## config.mk

```make
export PLATFORM = sky130hd
export DESIGN_NAME = serial_subtractor
export DESIGN_NICKNAME = d
export VERILOG_FILES = /design/src/rtl/serial_subtractor.sv
export SDC_FILE = /design/constraint.sdc
export NUM_CORES = 1
export LEC_CHECK = 0
export CAP_MARGIN = 10
export CELL_PAD_IN_SITES_DETAIL_PLACEMENT = 1
export CELL_PAD_IN_SITES_GLOBAL_PLACEMENT = 1
export CORE_UTILIZATION = 41
export CTS_CLUSTER_SIZE = 8
export DETAILED_ROUTE_END_ITERATION = 16
export PLACE_DENSITY = 0.78
export SLEW_MARGIN = 20
export SYNTH_ARGS = -nofsm -noshare
export SYNTH_HDL_FRONTEND = slang
export SYNTH_SLANG_ARGS = --single-unit
export TNS_END_PERCENT = 30
```

## constraint.sdc

```tcl
create_clock -name clk -period 1.9 [get_ports clk]
set_input_delay 0.38 -clock clk [delete_from_list [all_inputs] [get_ports clk]]
set_output_delay 0.38 -clock clk [all_outputs]
set_load 0.01 [all_outputs]
```

## src/rtl/serial_subtractor.sv

```systemverilog
// Bit-serial subtractor: computes a - b - bin one bit per clock, LSB first,
// and presents the full result with a one-cycle done pulse.
module serial_subtractor #(
  parameter int size = 6
) (
  input  logic            clk,
  input  logic            rst_n,
  input  logic            start,
  input  logic [size-1:0] a,
  input  logic [size-1:0] b,
  input  logic            bin,
  output logic            busy,
  output logic            done,
  output logic [size-1:0] diff,
  output logic            bout
);

  localparam int CW = $clog2(size + 1);
  localparam logic [CW-1:0] LAST_BIT = CW'(size - 1);

  typedef enum logic [1:0] {
    IDLE = 2'd0,
    RUN  = 2'd1,
    DONE = 2'd2
  } state_t;

  state_t          state_r;
  logic [size-1:0] a_sh_r;
  logic [size-1:0] b_sh_r;
  // Holds the size-1 result bits already produced; the final bit joins on the last edge.
  logic [size-2:0] res_sh_r;
  logic [CW-1:0]   cnt_r;
  logic            br_r;
  logic            busy_r;
  logic            done_r;
  logic [size-1:0] diff_r;
  logic            bout_r;

  logic            a_bit_s;
  logic            b_bit_s;
  logic            d_bit_s;
  logic            nbr_s;
  logic [size-1:0] res_next_s;
  logic            last_s;

  // Full-subtractor cell for the current bit and the next result-register image.
  always_comb begin
    a_bit_s    = a_sh_r[0];
    b_bit_s    = b_sh_r[0];
    d_bit_s    = a_bit_s ^ b_bit_s ^ br_r;
    nbr_s      = (~a_bit_s & b_bit_s) | (~a_bit_s & br_r) | (b_bit_s & br_r);
    res_next_s = {d_bit_s, res_sh_r};
    last_s     = (cnt_r == LAST_BIT);
  end

  // Control FSM, datapath shift registers and registered outputs.
  always_ff @(posedge clk or negedge rst_n) begin
    if (!rst_n) begin
      state_r  <= IDLE;
      a_sh_r   <= {size{1'b0}};
      b_sh_r   <= {size{1'b0}};
      res_sh_r <= {(size-1){1'b0}};
      cnt_r    <= {CW{1'b0}};
      br_r     <= 1'b0;
      busy_r   <= 1'b0;
      done_r   <= 1'b0;
      diff_r   <= {size{1'b0}};
      bout_r   <= 1'b0;
    end else begin
      case (state_r)
        IDLE: begin
          if (start) begin
            a_sh_r   <= a;
            b_sh_r   <= b;
            res_sh_r <= {(size-1){1'b0}};
            cnt_r    <= {CW{1'b0}};
            br_r     <= bin;
            busy_r   <= 1'b1;
            done_r   <= 1'b0;
            state_r  <= RUN;
          end else begin
            state_r <= IDLE;
          end
        end
        RUN: begin
          a_sh_r   <= {1'b0, a_sh_r[size-1:1]};
          b_sh_r   <= {1'b0, b_sh_r[size-1:1]};
          res_sh_r <= res_next_s[size-1:1];
          br_r     <= nbr_s;
          if (last_s) begin
            cnt_r   <= cnt_r;
            diff_r  <= res_next_s;
            bout_r  <= nbr_s;
            busy_r  <= 1'b0;
            done_r  <= 1'b1;
            state_r <= DONE;
          end else begin
            cnt_r   <= cnt_r + CW'(1);
            state_r <= RUN;
          end
        end
        DONE: begin
          done_r  <= 1'b0;
          busy_r  <= 1'b0;
          state_r <= IDLE;
        end
        default: begin
          busy_r  <= 1'b0;
          done_r  <= 1'b0;
          state_r <= IDLE;
        end
      endcase
    end
  end

  assign busy = busy_r;
  assign done = done_r;
  assign diff = diff_r;
  assign bout = bout_r;

endmodule

```

Word-level counts from Yosys, hierarchy flattened. Index checks and enable logic that the tools add are counted.

Eq/ne operators: 5. Multiplexer cells: 20. $add $sub $neg: 1. Reductions and logical operators: 6. Bitwise logic cells: 8.

Operators by type and width (number): $pmux W6 S2 (2); $mux W6 (2); $pmux W5 S2 (1); $mux W1 (6); $mux W3 (2); $ne A2 B2 Y1 const B (3); $pmux W1 S2 (3); $pmux W3 S2 (1); $reduce_and A2 Y1 (3); $mux W5 (1); $pmux W2 S2 (1); $add A3 B1 Y3 const B (1); $and A1 B1 Y1 (3); $eq A3 B3 Y1 const B (1); $reduce_and A3 Y1 (1); $eq A2 B1 Y1 const B (1); $logic_not A2 Y1 (1); $mux W2 (1); $or A1 B1 Y1 (2); $reduce_bool A2 Y1 (1); $xor A1 B1 Y1 (2); $not A1 Y1 (1).

Output and inout port bits: 9. Register bits after elaboration: 32. Input bits: 16.

Logic depth before layout (Yosys ltp). Gate-level depths: netlist of run 1.

Word-level depth: 5. Gate-level depth with buffers: 5. Depth with buffers taken out: 5.

Worst setup path after synthesis of run 1. No wires, ideal clock.

Kind: flip-flop to flip-flop. Start: reg cnt_r[0]. End: reg cnt_r[0]. Cell stages (with the launch flop): 5. Data arrival time: 1202 ps. Setup slack: 573 ps. Period minus slack after synthesis: 1327 ps. Buffers on the path: 0. Library setup time: 125 ps. Data required time: 1775 ps. Cell sequence: dfrtp_1 > ha_1 > nand3_2 > nor2b_4 > mux2_4.

Word-level cells in the longest chain between the ends: 3. Elaborated cells between the ends (all ways): 6. Those cells by class: 1 x add/sub; 2 x eq/ne; 2 x mux; 1 x reduce/logical.

Ends and longest elaborated chain: start: declaration (line 32) `logic [CW-1:0] cnt_r;`; start signal: assignment (line 63) `cnt_r <= {CW{1'b0}};`; start signal: assignment (line 76) `cnt_r <= {CW{1'b0}};`; start signal: assignment (line 91) `cnt_r <= cnt_r;`; $add A3 B1 Y3 or $eq A3 B3 Y1 (tied branches) (line 98, 53); $mux W3 or $ne A2 B2 Y1 (tied branches); $pmux W3 S2 or $reduce_and A3 Y1 (tied branches).

Several ways; a longest one is shown, not always the timed one. The select of a mux whose other input is x is not followed. A chain may end at the register's enable or synchronous reset.

Final worst setup path of run 1.
Start: reg busy_r, in the netlist busy. End: out busy.

RTL lines: start: declaration (line 34) `logic busy_r;`; start signal: assignment (line 65) `busy_r <= 1'b0;`; start signal: assignment (line 78) `busy_r <= 1'b1;`; start signal: assignment (line 94) `busy_r <= 1'b0;`; end: declaration (line 12) `output logic busy,`.

No word-level cell between the ends.

==> results of run 1 <==
[metal layers]
layer / global-route usage, % / routed length (um) / up-vias
met4: 9.21 / 92 / 0
met3: 4.41 / 139 / 12
li1: - / - / 510
met5: 0 / 0 / -
met2: 34.7 / 1630 / 31
met1: 22.6 / 1220 / 521
[kinds of logic after synthesis]
family,share of synthesized area [%]
AO/OA/AOI/OAI,14.7
adder cells (fa/ha/maj),3.09
buffers and inverters,3.77
flip-flops,54.9
multiplexers,6.69
AND/OR/NAND/NOR,16.9
[flip-flops by register name (all words and copies together), names as in the netlist]
| name | count |
|---|---|
| bout | 1 |
| a_sh_r | 6 |
| done | 1 |
| br_r | 1 |
| cnt_r | 3 |
| busy | 1 |
| diff | 6 |
| state_r | 2 |
| b_sh_r | 6 |
| res_sh_r | 5 |
[area by class of cell]
type	instances	area (um2)	area share, %
tap	46	57.6	3.18
multi-input combinational	87	603	33.3
clock buffer	8	58.8	3.25
timing repair buffer	29	278	15.4
sequential	32	801	44.3
inverter	3	11.3	0.622
[power by group through the flow]
stage / registers (mW) / clock network, mW / logic, mW
2_1_floorplan: 1.15 / 0 / 0.760
3_3_place_gp: 1.17 / 0 / 1.08
3_5_place_dp: 1.20 / 0 / 1.15
4_1_cts: 1.19 / 0.411 / 1.15
5_1_grt: 1.22 / 0.434 / 1.26
6_report: 1.18 / 0.394 / 1.12
[worst paths after layout]
path,startpoint,to,cells after the start
setup / recovery,busy,busy,1
setup reg to reg,cnt_r[1],cnt_r[1],5
hold / removal,rst_n,diff[4],2
max in group asynchronous,rst_n,cnt_r[2],2
min in group clk,a_sh_r[1],a_sh_r[1],2
hold reg to reg,a_sh_r[1],a_sh_r[1],2
[synthesized netlist by cell type]
cell and count:
dfrtp_1 32, nand2_1 16, o21ai_1 15, a21oi_1 14
and3b_1 8, a22o_1 4, buf_4 4, nor2_1 4
nor2b_1 4, a22oi_1 3, mux2_1 3, mux2_2 3
buf_2 2, ha_1 2, inv_1 2, mux2_4 2
nand2b_1 2, and2b_1 1, clkbuf_1 1, fa_1 1
inv_2 1, nand3_2 1, nand4b_1 1, nand4b_4 1
nor2b_4 1, o21bai_2 1
[per-stage QoR]
| step | setup slack [ps] | util [%] | power, mW | instance area [um2] |
|---|---|---|---|---|
| floorplan | 573 | - | 1.91 | 1460 |
| global placement | 275 | 52.0 | 2.25 | 1750 |
| detailed placement | 161 | 52.0 | 2.35 | 1750 |
| CTS | 272 | 53.8 | 2.74 | 1810 |
| global route | 237 | 53.8 | 2.91 | 1810 |
| finish | 295 | 53.8 | 2.69 | 1810 |
==> impl_metrics.csv, run 1 <==
group,metric,value,unit
cts,postCtsSetupBuffers,0,
detailed_routing,drt_pass1_iterations,4,
grt,grt_max_degree,33,
timing,setup_viol,0,
pwr,p_int,1.74,mW
timing,min_period,1610,ps
pwr,leakage,0.862,nW
logic_synthesis,synth.distinct_cells,26,
floorplan,rows,21,
grt,grt_usage,19.7,%
grt,grt_pass1_wl,5210,um
detailed_routing,vias_per_cell,5.24,
logic_synthesis,syn-num-nets,148,
cts,max-clock-path-buffers,2,
floorplan,start_util,43.4,%
cts,cts.sinks,32,
pwr,power_frac_clock,14.6,%
setup_path,max_stage_delay,540,ps
setup_path,critPathTopFamily,"buffers and inverters",
setup_path,critical_path_required,1520,ps
timing,setup_tns,0,ps
timing,fin_crit_sh,84.5,%
cts,cts_tree,"done",
final_layout,instances_no_fill,205,
logic_synthesis,synth_top_area_cell,"dfrtp_1",
logic_synthesis,syn-instance-count,129,
cts,cts.clk_slew.worst_paths,90,ps
floorplan,io_pins,25,
final_layout,layout-drive-gt1-share,13.2,%
detailed_routing,wire_per_inst,15.0,um
placement,dp_hpwl,2290,um
status,status,"completed",
setup_path,worstPathArrival,1230,ps
setup_path,path_max_fanout,2,
setup_path,worst-path-buf-inv,1,
placement,io_buffers,24,
logic_synthesis,synth.avg_cell_area,11.3,um2
setup_path,cp-start-kind,"register",
pwr,vdd_drop_max,442,uV
timing,hold_viol,0,
min_path,hp-class,"in2async",
logic_synthesis,ys_warn_count,0,
final_layout,nets,177,
timing,fmax,623,MHz
floorplan,fp.dieH,61.7,um
pwr,p_sw,0.951,mW
pwr,p_sw_share,35.3,%
timing,drv_slew,0,
pwr,powerDensity,1490,mW/mm2
logic_synthesis,syn-cell-area,0.00146,mm2
final_layout,final_common_cell,"dfrtp_1",
floorplan,coreArea,0.00336,mm2
grt,antenna_found_initial,0,
grt,globalRouteOverflowTotal,0,
cts,htree_levels,2,
floorplan,die_w,61.7,um
setup_path,critPathCaptureType,"output port",
setup_path,r2r_slack,430,ps
pwr,seqPwrFrac,43.8,%
detailed_routing,ant_nets,0,
detailed_routing,wl,3080,um
detailed_routing,drtIter0Drc,42,
flow_run,cap_violations,0,
logic_synthesis,ys_top_cells_by_area,"dfrtp_1, o21ai_1, a21oi_1, and3b_1, nand2_1",
logic_synthesis,synth-seq-cells,32,
detailed_routing,vias,1074,
setup_path,path_cells,"clkdlybuf4s50_1",
final_layout,fillers,406,
pwr,combinationalPowerShare,41.6,%
cts,ctsHoldBuffers,0,
final_layout,syn_to_final_growth,24.0,%
placement,gp_congestion,0.758,
timing,worst_slew_pin_slew,430,ps
cts,post_cts_resized,0,
setup_path,crit_type,"reg2out",
timing,finalClockSkew,3.97,ps
setup_path,cpMaxStageDelayCell,"clkdlybuf4s50_1",
cts,cts_buffers,5,
cts,insertion_delay,320,ps
detailed_routing,drc,0,
placement,dp.cells,197,
timing,rsz0062_at_grt,"no",
final_layout,final_cell_mix,"dfrtp_1, clkdlybuf4s50_1, nand2_1",
cts,clockRootBuffer,"clkbuf_4",
floorplan,die_area,0.00380,mm2
final_layout,diodes,0,
logic_synthesis,yosys.area.top_type_share,54.9,%
timing,hold_ws,463,ps
logic_synthesis,seq_area_frac_synth,54.9,%
grt,grt_pass1_vias,1127,
timing,maxSlewHeadroom,71.3,%
No activity file was read; power rests on OpenSTA's default activity.
==> run 2: changes to the inputs <==
- clock period: 1.9 -> 1.64 ns (I/O delays scaled with it)
==> run 2 against run 1 <==
Against the previous run:
- worst setup slack got worse by 230 ps
- sequential share of layout area decreased by 1.2 points
- routed wire length increased by 0.16%
- global-route usage decreased by 0.17 points
- register-to-register slack got worse by 240 ps
- power increased by 24%
- first-iteration DRC count decreased by 64%
- critical path depth unchanged
- final cell count increased by 0.49%
- critical endpoint is now diff[3]
- largest cell class unchanged
- highest routed layer unchanged
==> impl_metrics.csv, run 2 (synthesized netlist as in run 1, its figures left out) <==
group,metric,value,unit
floorplan,coreArea,0.00336,mm2
timing,hold_viol,0,
setup_path,critPathCaptureType,"output port",
cts,cts.sinks,32,
setup_path,crit-reg2reg-launch,"cnt_r[0]",
setup_path,worst-path-buf-inv,1,
setup_path,cp-start-kind,"register",
setup_path,r2r_cells,4,
timing,fin_crit_sh,96.0,%
timing,rsz0062_at_grt,"no",
grt,globalRouteOverflowTotal,0,
placement,gp_congestion,0.735,
cts,clockRootBuffer,"clkbuf_4",
detailed_routing,drc,0,
final_layout,final_cell_mix,"dfrtp_1, clkdlybuf4s50_1, nand2_1",
grt,antenna_found_initial,0,
setup_path,path_cells,"clkdlybuf4s50_1",
floorplan,die_w,61.7,um
cts,insertion_delay,340,ps
setup_path,r2r_slack,190,ps
grt,grt_max_degree,33,
timing,worst_slew_pin_slew,449,ps
detailed_routing,drtIter0Drc,15,
placement,dp_hpwl,2240,um
timing,hold_ws,396,ps
placement,io_buffers,24,
grt,grt_usage,19.5,%
grt,grt_pass1_wl,5080,um
setup_path,worstPathArrival,1250,ps
pwr,vdd_drop_max,565,uV
floorplan,io_pins,25,
detailed_routing,drt_pass1_iterations,4,
placement,placed_cell_area,0.00176,mm2
placement,dp.cells,198,
final_layout,layout-drive-gt1-share,15.0,%
setup_path,rr_endpoint,"cnt_r[1]",
cts,htree_levels,2,
final_layout,nets,178,
cts,postCtsSetupBuffers,0,
timing,setup_viol,0,
detailed_routing,wire_per_inst,15.0,um
timing,fmax,635,MHz
setup_path,crit_type,"reg2out",
final_layout,diodes,0,
detailed_routing,ant_nets,0,
cts,cts.clk_slew.worst_paths,100,ps
final_layout,stdcell_area,0.00186,mm2
final_layout,syn_to_final_growth,27.4,%
cts,cts_buffers,5,
timing,drv_slew,0,
final_layout,instances_no_fill,206,
timing,maxSlewHeadroom,70.0,%
setup_path,critPathTopFamily,"buffers and inverters",
setup_path,cpMaxStageDelayCell,"clkdlybuf4s50_1",
detailed_routing,wl,3080,um
detailed_routing,vias,1046,
floorplan,fp.dieH,61.7,um
pwr,leakage,0.908,nW
setup_path,max_stage_delay,540,ps
setup_path,path_max_fanout,2,
cts,max-clock-path-buffers,2,
timing,finalClockSkew,7.04,ps
detailed_routing,vias_per_cell,5.08,
timing,min_period,1570,ps
setup_path,critical_path_required,1310,ps
grt,grt_pass1_vias,1122,
final_layout,final_common_cell,"dfrtp_1",
min_path,hp-class,"in2async",
cts,cts_tree,"done",
floorplan,rows,21,
timing,setup_tns,0,ps
status,status,"completed",
floorplan,die_area,0.00380,mm2
flow_run,cap_violations,0,
final_layout,final_util,55.2,%
floorplan,start_util,43.4,%
pwr,powerDensity,1790,mW/mm2
run 2: changes by cell type in the layout (fill, tap and decap cells not counted):
cell / delta
dlymetal6s2s_1: +2
clkbuf_1: -2
buf_4: +1
bufinv_16: +1
clkdlybuf4s50_1: -2
clkbuf_8: +1
run 2: metal layers:
metal | GRT usage, % | wire length [um] | part of all wire, %
met1 | 21.5 | 1320 | 43
met2 | 34.3 | 1590 | 52
met3 | 7.56 | 125 | 4.1
met4 | 6.67 | 51 | 1.7
met5 | 0 | 0 | 0
run 2: report_power, final:
group | leakage (nW) | total [mW] | switching (mW) | internal [mW]
clock network | 0.0515 | 0.678 | 0.273 | 0.405
registers | 0.411 | 1.37 | 0.258 | 1.11
logic | 0.446 | 1.28 | 0.588 | 0.696
total | 0.908 | 3.33 | 1.12 | 2.21
run 2: final cells by class:
cell class / count / area (um2)
clock inverters: 1 / 30.0
clock buffers: 7 / 65.1
well taps: 46 / 57.6
repair buffers: 30 / 290
inverters: 3 / 11.3
fillers: 393 / 1510
multi-input cells: 87 / 603
flip-flops and latches: 32 / 801
run 2: worst max-delay path by stage:
stage,startpoint,endpoint,slack (ps),cells past startpoint
after detailed placement,start,b_sh_r[1],-20,5
after global routing,diff[0],diff[0],5,1
final,diff[3],diff[3],70,1
after floorplan,cnt_r[0],cnt_r[0],310,4
after CTS,busy,busy,30,1
after global placement,start,br_r,80,5
run 2: stage by stage:
step           worst slack [ps]  power (mW)
5_1_grt                    4.70        3.60
4_1_cts                    26.1        3.39
2_1_floorplan               313        2.22
6_report                   66.4        3.33
3_5_place_dp              -15.5        2.71
3_3_place_gp               75.9        2.61
run 2: timing repair:
| action | 4_1_cts | 5_1_grt |
|---|---|---|
| gates resized for setup | 0 | 2 |
| hold buffers | 0 | 0 |
| setup endpoints to repair | 0 | 2 |
==> run 3: changes to the inputs <==
==> constraint.sdc (replaced) <==
create_clock -name clk -period 1.64 [get_ports clk]
set_input_delay 0.164 -clock clk [delete_from_list [all_inputs] [get_ports clk]]
set_output_delay 0.164 -clock clk [all_outputs]
set_load 0.01 [all_outputs]
==> run 3 against run 2 <==
Against the previous run:
- critical path depth grew 3
- maximum frequency grew 5.1%
- sequential power is essentially flat
- global-route usage grew 1.1 points
- non-clock buffer count shrank 1
- largest cell class unchanged
- largest power group unchanged
==> impl_metrics.csv, run 3 (synthesized netlist as in run 1, its figures left out) <==
group,metric,value,unit
cts,post_cts_resized,0,
setup_path,r2r_slack,140,ps
timing,drv_slew,0,
placement,io_buffers,24,
timing,fin_crit_sh,91.3,%
pwr,leakage,0.866,nW
final_layout,layout-drive-gt1-share,13.9,%
floorplan,io_pins,25,
pwr,powerDensity,1760,mW/mm2
grt,grt_max_degree,33,
final_layout,syn_to_final_growth,24.4,%
floorplan,coreArea,0.00336,mm2
setup_path,path_max_fanout,9,
placement,gp_congestion,0.751,
timing,setup_viol,0,
final_layout,final_cell_mix,"dfrtp_1, clkdlybuf4s50_1, nand2_1",
cts,cts_tree,"done",
detailed_routing,vias_per_cell,5.24,
timing,rsz0062_at_grt,"no",
cts,postCtsSetupBuffers,0,
detailed_routing,drt_pass1_iterations,3,
setup_path,worstPathArrival,1720,ps
setup_path,crit_type,"reg2reg",
timing,hold_viol,0,
setup_path,r2r_cells,4,
timing,finalClockSkew,10.4,ps
detailed_routing,wl,3230,um
setup_path,cp-start-kind,"register",
cts,clockRootBuffer,"clkbuf_4",
min_path,hp-class,"in2async",
flow_run,cap_violations,0,
floorplan,fp.dieH,61.7,um
timing,min_period,1500,ps
setup_path,critical_path_required,1860,ps
setup_path,crit-reg2reg-launch,"cnt_r[1]",
placement,dp_hpwl,2380,um
detailed_routing,ant_nets,0,
cts,max-clock-path-buffers,2,
cts,cts.sinks,32,
final_layout,nets,177,
grt,grt_usage,20.6,%
grt,globalRouteOverflowTotal,0,
grt,grt_pass1_vias,1166,
grt,grt_pass1_wl,5310,um
timing,worst_slew_pin_slew,428,ps
detailed_routing,vias,1069,
cts,cts.clk_slew.worst_paths,100,ps
final_layout,diodes,0,
final_layout,final_util,54.0,%
cts,ctsHoldBuffers,0,
status,status,"completed",
floorplan,rows,21,
floorplan,die_area,0.00380,mm2
timing,setup_tns,0,ps
timing,hold_ws,211,ps
floorplan,start_util,43.4,%
grt,antenna_found_initial,0,
cts,insertion_delay,350,ps
timing,fmax,668,MHz
floorplan,die_w,61.7,um
final_layout,final_common_cell,"dfrtp_1",
setup_path,critPathCaptureType,"register",
timing,maxSlewHeadroom,71.4,%
detailed_routing,wire_per_inst,15.8,um
setup_path,rr_endpoint,"diff[2]",
cts,cts_buffers,5,
pwr,vdd_drop_max,515,uV
detailed_routing,drtIter0Drc,43,
detailed_routing,drc,0,
final_layout,fillers,386,
cts,htree_levels,2,
## run 3: layer usage
layer,global-route usage [%],vias up,part of all wire [%],routed length (um)
li1,-,504,-,-
met1,22.2,532,41,1330
met2,35.9,25,52,1690
met3,5.67,8,4.0,128
met4,12.4,0,2.5,80
met5,0,-,0,0
## run 3: cell type report
cell class | instances | area [um2] | area share, %
Multi-Input combinational cell | 87 | 603 | 33.2
Inverter | 3 | 11.3 | 0.620
Timing Repair Buffer | 29 | 278 | 15.3
Tap cell | 46 | 57.6 | 3.17
Clock buffer | 7 | 65.1 | 3.58
Sequential cell | 32 | 801 | 44.1
## run 3: critical path, cell delays in order (launching register included)
cell      delay, ps
dfrtp_1         420
inv_1            70
ha_1            250
nand4b_4        240
mux2_1          390
## run 3: worst max path at each step
stage,start,endpoint,slack [ps],cells past startpoint
detailed placement,start,b_sh_r[1],100,5
global route,cnt_r[1],diff[2],50,4
finish,cnt_r[1],diff[2],140,4
global placement,cnt_r[1],cnt_r[0],230,5
CTS,cnt_r[1],diff[2],120,4
floorplan,cnt_r[0],cnt_r[0],310,4
## run 3: through the flow
stage,setup slack (ps),cells,total power [mW],instance area [um2]
final,142,204,3.19,1820
after global routing,52.7,204,3.44,1820
after CTS,118,204,3.24,1820
after detailed placement,95.7,197,2.72,1750
after global placement,227,197,2.60,1750
after floorplan,313,129,2.22,1460
## run 3: power by group
group	internal [mW]	switching (mW)	total [mW]
Combinational	0.694	0.606	1.30
Clock	0.243	0.272	0.515
Sequential	1.11	0.267	1.38
